### config.mk
export PLATFORM = sky130hd
export DESIGN_NAME = pipe_stage_skid_reg_flat
export DESIGN_NICKNAME = d
export VERILOG_FILES = /design/src/rtl/pipe_stage_skid_reg_if.sv /design/src/rtl/pipe_stage_skid_reg.sv /design/src/flat_wrapper.sv
export SDC_FILE = /design/constraint.sdc
export NUM_CORES = 1
export LEC_CHECK = 0
export CORE_UTILIZATION = 54
export DETAILED_ROUTE_END_ITERATION = 6
export MAX_ROUTING_LAYER = met4
export PLACE_DENSITY_LB_ADDON = 0.12
export SYNTH_ARGS = -nofsm -noshare
export SYNTH_HDL_FRONTEND = slang
export SYNTH_SLANG_ARGS = --single-unit
### constraint.sdc
create_clock -name clk -period 8.5 [get_ports clk]
set_clock_uncertainty 0.15 [all_clocks]
set_input_delay 1.7 -clock clk [delete_from_list [all_inputs] [get_ports clk]]
set_output_delay 1.7 -clock clk [all_outputs]
set_load 0.005 [all_outputs]
### src/rtl/pipe_stage_skid_reg_if.sv
// ---------------------------------------------------------------------------
// pipe_stage_skid_reg_if
//   Beat bundle carried across a pipeline stage boundary (MEM->WB by default).
//
// Handshake: a beat moves exactly on a rising clk edge where valid && ready
//   are both 1. The master keeps valid and the payload stable until that
//   happens. ready may be asserted without valid.
//
// Parameters : DATA_W (alu_result / mem_read_value width), DEST_W (dest width)
// Signals    : valid, ready, wb_en, mem_r_en, alu_result, mem_read_value, dest
// Modports   : master drives valid + payload and samples ready;
//              slave samples valid + payload and drives ready.
// ---------------------------------------------------------------------------
interface pipe_stage_skid_reg_if #(
  parameter int DATA_W = 32,
  parameter int DEST_W = 4
);
  logic              valid;
  logic              ready;
  logic              wb_en;
  logic              mem_r_en;
  logic [DATA_W-1:0] alu_result;
  logic [DATA_W-1:0] mem_read_value;
  logic [DEST_W-1:0] dest;

  modport master (
    output valid, wb_en, mem_r_en, alu_result, mem_read_value, dest,
    input  ready
  );

  modport slave (
    input  valid, wb_en, mem_r_en, alu_result, mem_read_value, dest,
    output ready
  );
endinterface

### src/rtl/pipe_stage_skid_reg.sv
// ---------------------------------------------------------------------------
// pipe_stage_skid_reg
//   Elastic pipeline stage register for the MEM->WB bundle, built on a
//   2-entry skid buffer (main + skid). Full throughput with a registered
//   upstream ready; synchronous flush; asynchronous active-high reset.
//
// Ports
//   clk        : clock, rising edge
//   rst        : asynchronous reset, active-high
//   flush      : synchronous kill of every held beat (also drops the beat
//                offered in the same cycle)
//   in_if      : upstream beat (slave modport; in_if.ready is registered)
//   out_if     : downstream beat (master modport; all fields register-driven,
//                wb_en / mem_r_en gated with valid)
//   stall_cnt  : cycles with out valid && !out ready && !flush, saturating
//
// Optional feature
//   PIPE_STAGE_STALL_CNT_EN : when defined, builds the stall counter;
//                             otherwise stall_cnt is tied to 0.
// ---------------------------------------------------------------------------
module pipe_stage_skid_reg #(
  parameter int DATA_W = 32,
  parameter int DEST_W = 4,
  parameter int CNT_W  = 32
) (
  input  logic                  clk,
  input  logic                  rst,
  input  logic                  flush,
  pipe_stage_skid_reg_if.slave  in_if,
  pipe_stage_skid_reg_if.master out_if,
  output logic [CNT_W-1:0]      stall_cnt
);

  // Beat layout: {wb_en, mem_r_en, alu_result, mem_read_value, dest}
  localparam int BEAT_W = 2 + 2 * DATA_W + DEST_W;

  logic              main_valid_q, main_valid_d;
  logic              skid_valid_q, skid_valid_d;
  logic              in_ready_q,   in_ready_d;
  logic [BEAT_W-1:0] main_q, main_d;
  logic [BEAT_W-1:0] skid_q, skid_d;
  logic [BEAT_W-1:0] in_beat;
  logic              up_acc;
  logic              main_load;

  assign in_beat = {in_if.wb_en, in_if.mem_r_en, in_if.alu_result,
                    in_if.mem_read_value, in_if.dest};

  // Upstream handshake uses the registered ready, so out_ready never
  // reaches in_ready combinationally.
  assign up_acc    = in_if.valid & in_ready_q;
  // Main can take a new beat when it is empty or its beat leaves this edge.
  assign main_load = ~main_valid_q | out_if.ready;

  always_comb begin
    main_valid_d = main_valid_q;
    skid_valid_d = skid_valid_q;
    main_d       = main_q;
    skid_d       = skid_q;

    if (main_load) begin
      if (skid_valid_q) begin
        // in_ready is 0 while skid holds a beat, so no upstream accept
        // can collide with this refill.
        main_d       = skid_q;
        main_valid_d = 1'b1;
        skid_valid_d = 1'b0;
      end else if (up_acc) begin
        main_d       = in_beat;
        main_valid_d = 1'b1;
      end else begin
        main_valid_d = 1'b0;
      end
    end else if (up_acc) begin
      // main is holding under backpressure: park the beat in skid.
      skid_d       = in_beat;
      skid_valid_d = 1'b1;
    end

    // Flush wins over every accept; payload registers keep stale data.
    if (flush) begin
      main_valid_d = 1'b0;
      skid_valid_d = 1'b0;
    end

    in_ready_d = ~skid_valid_d;
  end

  always_ff @(posedge clk or posedge rst) begin
    if (rst) begin
      main_valid_q <= 1'b0;
      skid_valid_q <= 1'b0;
      in_ready_q   <= 1'b1;
      main_q       <= '0;
      skid_q       <= '0;
    end else begin
      main_valid_q <= main_valid_d;
      skid_valid_q <= skid_valid_d;
      in_ready_q   <= in_ready_d;
      main_q       <= main_d;
      skid_q       <= skid_d;
    end
  end

  assign in_if.ready           = in_ready_q;
  assign out_if.valid          = main_valid_q;
  // Control bits are gated so an empty stage never requests a write-back.
  assign out_if.wb_en          = main_valid_q & main_q[BEAT_W-1];
  assign out_if.mem_r_en       = main_valid_q & main_q[BEAT_W-2];
  assign out_if.alu_result     = main_q[DEST_W + DATA_W +: DATA_W];
  assign out_if.mem_read_value = main_q[DEST_W +: DATA_W];
  assign out_if.dest           = main_q[DEST_W-1:0];

`ifdef PIPE_STAGE_STALL_CNT_EN
  logic [CNT_W-1:0] stall_cnt_q, stall_cnt_d;

  always_comb begin
    stall_cnt_d = stall_cnt_q;
    // Saturate at all-ones rather than wrap.
    if (main_valid_q && !out_if.ready && !flush && !(&stall_cnt_q)) begin
      stall_cnt_d = stall_cnt_q + CNT_W'(1);
    end
  end

  always_ff @(posedge clk or posedge rst) begin
    if (rst) begin
      stall_cnt_q <= '0;
    end else begin
      stall_cnt_q <= stall_cnt_d;
    end
  end

  assign stall_cnt = stall_cnt_q;
`else
  assign stall_cnt = '0;
`endif

endmodule

### src/flat_wrapper.sv
// flat-port wrapper written by rule: the top's interface ports become plain ports
module pipe_stage_skid_reg_flat 
#(
  parameter int DATA_W = 32,
  parameter int DEST_W = 4,
  parameter int CNT_W  = 32
)
  (clk, rst, flush, stall_cnt, in_if_valid, in_if_wb_en, in_if_mem_r_en, in_if_alu_result, in_if_mem_read_value, in_if_dest, in_if_ready, out_if_valid, out_if_wb_en, out_if_mem_r_en, out_if_alu_result, out_if_mem_read_value, out_if_dest, out_if_ready);
  pipe_stage_skid_reg_if #(.DATA_W(DATA_W), .DEST_W(DEST_W)) in_if_i ();
  pipe_stage_skid_reg_if #(.DATA_W(DATA_W), .DEST_W(DEST_W)) out_if_i ();
  input  logic clk;
  input  logic rst;
  input  logic flush;
  output logic [CNT_W-1:0] stall_cnt;
  input wire logic [$bits(in_if_i.valid)-1:0] in_if_valid;
  input wire logic [$bits(in_if_i.wb_en)-1:0] in_if_wb_en;
  input wire logic [$bits(in_if_i.mem_r_en)-1:0] in_if_mem_r_en;
  input wire logic [$bits(in_if_i.alu_result)-1:0] in_if_alu_result;
  input wire logic [$bits(in_if_i.mem_read_value)-1:0] in_if_mem_read_value;
  input wire logic [$bits(in_if_i.dest)-1:0] in_if_dest;
  output wire logic [$bits(in_if_i.ready)-1:0] in_if_ready;
  output wire logic [$bits(out_if_i.valid)-1:0] out_if_valid;
  output wire logic [$bits(out_if_i.wb_en)-1:0] out_if_wb_en;
  output wire logic [$bits(out_if_i.mem_r_en)-1:0] out_if_mem_r_en;
  output wire logic [$bits(out_if_i.alu_result)-1:0] out_if_alu_result;
  output wire logic [$bits(out_if_i.mem_read_value)-1:0] out_if_mem_read_value;
  output wire logic [$bits(out_if_i.dest)-1:0] out_if_dest;
  input wire logic [$bits(out_if_i.ready)-1:0] out_if_ready;
  assign in_if_i.valid = in_if_valid;
  assign in_if_i.wb_en = in_if_wb_en;
  assign in_if_i.mem_r_en = in_if_mem_r_en;
  assign in_if_i.alu_result = in_if_alu_result;
  assign in_if_i.mem_read_value = in_if_mem_read_value;
  assign in_if_i.dest = in_if_dest;
  assign in_if_ready = in_if_i.ready;
  assign out_if_valid = out_if_i.valid;
  assign out_if_wb_en = out_if_i.wb_en;
  assign out_if_mem_r_en = out_if_i.mem_r_en;
  assign out_if_alu_result = out_if_i.alu_result;
  assign out_if_mem_read_value = out_if_i.mem_read_value;
  assign out_if_dest = out_if_i.dest;
  assign out_if_i.ready = out_if_ready;
  pipe_stage_skid_reg #(.DATA_W(DATA_W), .DEST_W(DEST_W), .CNT_W(CNT_W)) u_core (.clk(clk), .rst(rst), .flush(flush), .in_if(in_if_i), .out_if(out_if_i), .stall_cnt(stall_cnt));
endmodule
Word-level counts from Yosys, hierarchy flattened:

Index checks and enable logic that the tools add are counted.

* muxes and demuxes: 9
* bitwise logic cells: 7
* reduce and logical (&&, ||, !) cells: 4

Operator list (number)
* 70-bit 2-to-1 mux: 2
* 1-bit 2-to-1 mux: 7
* 2-bit AND reduction: 2
* 2-bit nonzero test: 2
* 1-bit AND: 3
* 1-bit inverter: 3
* 1-bit OR: 1

* register bits after elaboration: 143
* input port bits: 75
* output and inout bits: 104
* word-level logic and storage cells: 25

Longest topological paths before layout:

* depth after elaboration: 5
* gate-level depth with buffers: 5
* mapped depth without buffers: 3

Least setup slack after synthesis:

No wires, ideal clock.

* path kind: input -> register
* start: in out_if_ready
* end: reg u_core.main_q[62]
* library setup time: 0.125 ns
* arrival: 2.644 ns
* data required time: 8.225 ns
* path slack: 5.581 ns
* stages: 4
* buffers on the path: 1
* cells stage by stage: and2b_4 > nor2_4 > clkbuf_8 > mux2_2

* longest elaborated chain between the ends: 2

RTL lines
* start, declared: line flat_wrapper.sv:28 `input wire logic [$bits(out_if_i.ready)-1:0] out_if_ready;`
* 1-bit OR: line pipe_stage_skid_reg.sv:53 `assign main_load = ~main_valid_q | out_if.ready;`
* 2-bit AND reduction (no source line)
* end signal, assigned: line pipe_stage_skid_reg.sv:100 `main_q <= main_d;`
* end, declared: line pipe_stage_skid_reg.sv:40 `logic [BEAT_W-1:0] main_q, main_d;`

No other way between the ends.
A chain may end at the register's enable or synchronous reset.

Worst setup path in the final report:

* start: in out_if_ready
* end: reg u_core.skid_q[21]

* longest elaborated chain between the ends: 3

RTL lines
* 1-bit OR: line pipe_stage_skid_reg.sv:53
* 1-bit inverter (no source line)
* 2-bit AND reduction (no source line)
* end signal, assigned: line pipe_stage_skid_reg.sv:101 `skid_q <= skid_d;`
* end, declared: line pipe_stage_skid_reg.sv:41 `logic [BEAT_W-1:0] skid_q, skid_d;`

No other way between the ends.

==> flow_summary.json <==
{
  "grt_start_max_net_pins": 74,
  "grt-ovfl-total": 0,
  "wl_um": 12900,
  "yosysWarnings": 0,
  "fmax_mhz": 260,
  "min_period_ns": 3.84,
  "antenna_cells": 0,
  "fin_util_pct": 66.2,
  "die_x_um": 118,
  "rr_worst_depth": 5,
  "synth_area_um2": 7320,
  "hold_violations": 0,
  "tightest_slew_ns": 0.990,
  "slowest_stage": "buf_4",
  "seq_area_frac_synth_pct": 48.9,
  "clk_path_buf_depth": 2,
  "die_area_um2": 14000,
  "nNetsFinal": 640,
  "holdBufCountCts": 0,
  "layout_commonest_cell": "clkdlybuf4s50_1",
  "rsz0062_at_grt": "false",
  "htree_levels": 4,
  "postCtsSetupBuffers": 0,
  "final_cell_mix": "clkdlybuf4s50_1, dfrtp_1, mux2_2",
  "synth.distinct_cells": 17,
  "clkTransAtPathRegs_ns": 0.06,
  "crit_end": "u_core.skid_q[21]",
  "max_stage_delay_ns": 0.79,
  "coreArea_um2": 13200,
  "ff2ff_setup_slack_ns": 5.75,
  "critPathBufInv": 2,
  "cts_tree": "yes",
  "port_buffers": 146,
  "cp_data_arrival_time_ns": 4.00,
  "drt_iter0_drc": 155,
  "syn_area_per_cell_um2": 15.0,
  "start_util_pct": 55.3,
  "slew_headroom_pct": 34.0,
  "track_usage_pct": 20.8,
  "cpLargestDelayFamily": "buffers and inverters",
  "ys_seq_elements": 143,
  "cts-root-buf": "clkbuf_16",
  "startpoint": "out_if_ready",
  "cts_resized": 0,
  "dieHeight_um": 118,
  "ir_worst_vdd_uv": 136,
  "cp-end-kind": "flop",
  "period_share_pct": 45.2,
  "cap_viol_max_count": 0,
  "power.density_nw_per_um2": 235,
  "outcome": "completed",
  "rows": 42,
  "first_global_vias": 4087,
  "ioPinCount": 179,
  "cp.required_ns": 8.65,
  "setup_violations": 0,
  "area_growth_pct": 19.8,
  "finalSetupTns_ns": 0,
  "r2r-start": "u_core.skid_valid_q",
  "final-max-slew-violation-count": 0,
  "crit_fanout": 46,
  "cts_buffers": 17,
  "start_kind": "input pin",
  "layout-drive-gt1-share_pct": 43.9,
  "syn_inst": 487,
  "cts_sinks": 143,
  "hp-class": "flop to flop",
  "min-delay-start": "u_core.main_q[62]",
  "firstDrtPassIters": 5,
  "num_vias": 3728,
  "clock_latency_ns": 0.42,
  "drc": 0,
  "antenna_found_initial": 0,
  "r2r_end": "u_core.main_q[28]",
  "path_cells": "clkdlybuf4s50_1 -> and2b_4 -> nand3_4 -> buf_4 -> mux2_4",
  "worst-setup-path-type": "input pin to flop",
  "grt_pass1_wl_um": 21600,
  "vias_per_cell": 4.94,
  "p_leak_nw": 3.92,
  "gp_congestion": 0.765,
  "post-dp-hpwl_um": 7920,
  "path_depth": 5,
  "ant_nets": 0,
  "wl_per_cell_um": 17.2
}
## layout make-up
type / instances / area (µm²)
Sequential cell: 143 / 3580
Fill cell: 1006 / 4480
Inverter: 2 / 12.5
Clock inverter: 9 / 105
Timing Repair Buffer: 150 / 1490
Tap cell: 176 / 220
Clock buffer: 23 / 508
Multi-Input combinational cell: 251 / 2850
## per-stage QoR
stage	setup slack (ns)	hold WS, ns	cells	instance area [µm²]	total power [mW]
2_1_floorplan	2.81	0.323	518	7430	1.21
3_3_place_gp	4.27	0.339	722	8150	1.30
3_5_place_dp	4.23	0.338	722	8150	1.31
4_1_cts	4.67	0.354	754	8760	2.09
5_1_grt	4.57	0.359	754	8760	2.16
6_report	4.66	0.351	754	8760	2.06
## synthesized netlist by cell type
library cell | count | area [µm²]
a21oi_1 | 1 | 5.00
a21oi_4 | 1 | 16.3
and2_1 | 2 | 12.5
and2b_4 | 1 | 10.0
buf_4 | 100 | 751
buf_6 | 21 | 236
clkbuf_8 | 1 | 13.8
conb_1 | 1 | 3.75
dfrtp_1 | 142 | 3550
dfstp_2 | 1 | 26.3
inv_1 | 2 | 7.51
mux2_2 | 137 | 1540
mux2_4 | 73 | 1100
nand2b_1 | 1 | 6.26
nand3_4 | 1 | 17.5
nor2_4 | 1 | 11.3
or3_2 | 1 | 7.51
## layer usage
metal / GRT usage [%] / part of all wire [%]
met5: - / 0
met4: 6.01 / 0.73
met3: 6.56 / 4.6
met2: 32.8 / 50
met1: 25.9 / 45
## worst min path at each step
stage | endpoint | slack [ns] | cells after the start
after global routing | u_core.skid_q[49] | 0.36 | 1
after CTS | u_core.skid_q[49] | 0.35 | 1
after floorplan | u_core.main_q[68] | 0.32 | 1
after global placement | u_core.main_q[23] | 0.34 | 1
after detailed placement | u_core.skid_q[61] | 0.34 | 1
final | u_core.main_q[62] | 0.35 | 1
## power breakdown
group / switching [mW] / internal [mW] / total, mW / leakage, nW
registers: 0.0771 / 0.818 / 0.895 / 1.69
clock network: 0.281 / 0.477 / 0.759 / 0.293
logic: 0.115 / 0.293 / 0.408 / 1.93
## worst register-to-register path, stage by stage (launching register included)
cell	delay, ns
dfrtp_2	0.34
buf_4	0.75
a21oi_4	0.07
nor2_4	0.11
buf_4	0.76
mux2_2	0.46
## sequential cells by signal, indices dropped and copies added (netlist names)
| register | count |
|---|---|
| u_core.in_if.ready | 1 |
| u_core.skid_q | 70 |
| u_core.skid_valid_q | 1 |
| u_core.out_if.valid | 1 |
| u_core.main_q | 70 |
## logic make-up after synthesis
| logic type | synth area share (%) |
|---|---|
| flip-flops | 48.9 |
| buffers and inverters | 13.8 |
| multiplexers | 36.1 |
| AO/OA/AOI/OAI | 0.291 |
| AND/OR/NAND/NOR | 0.889 |
| other | 0.0513 |
Note: power is estimated with default switching activity, not from simulation.
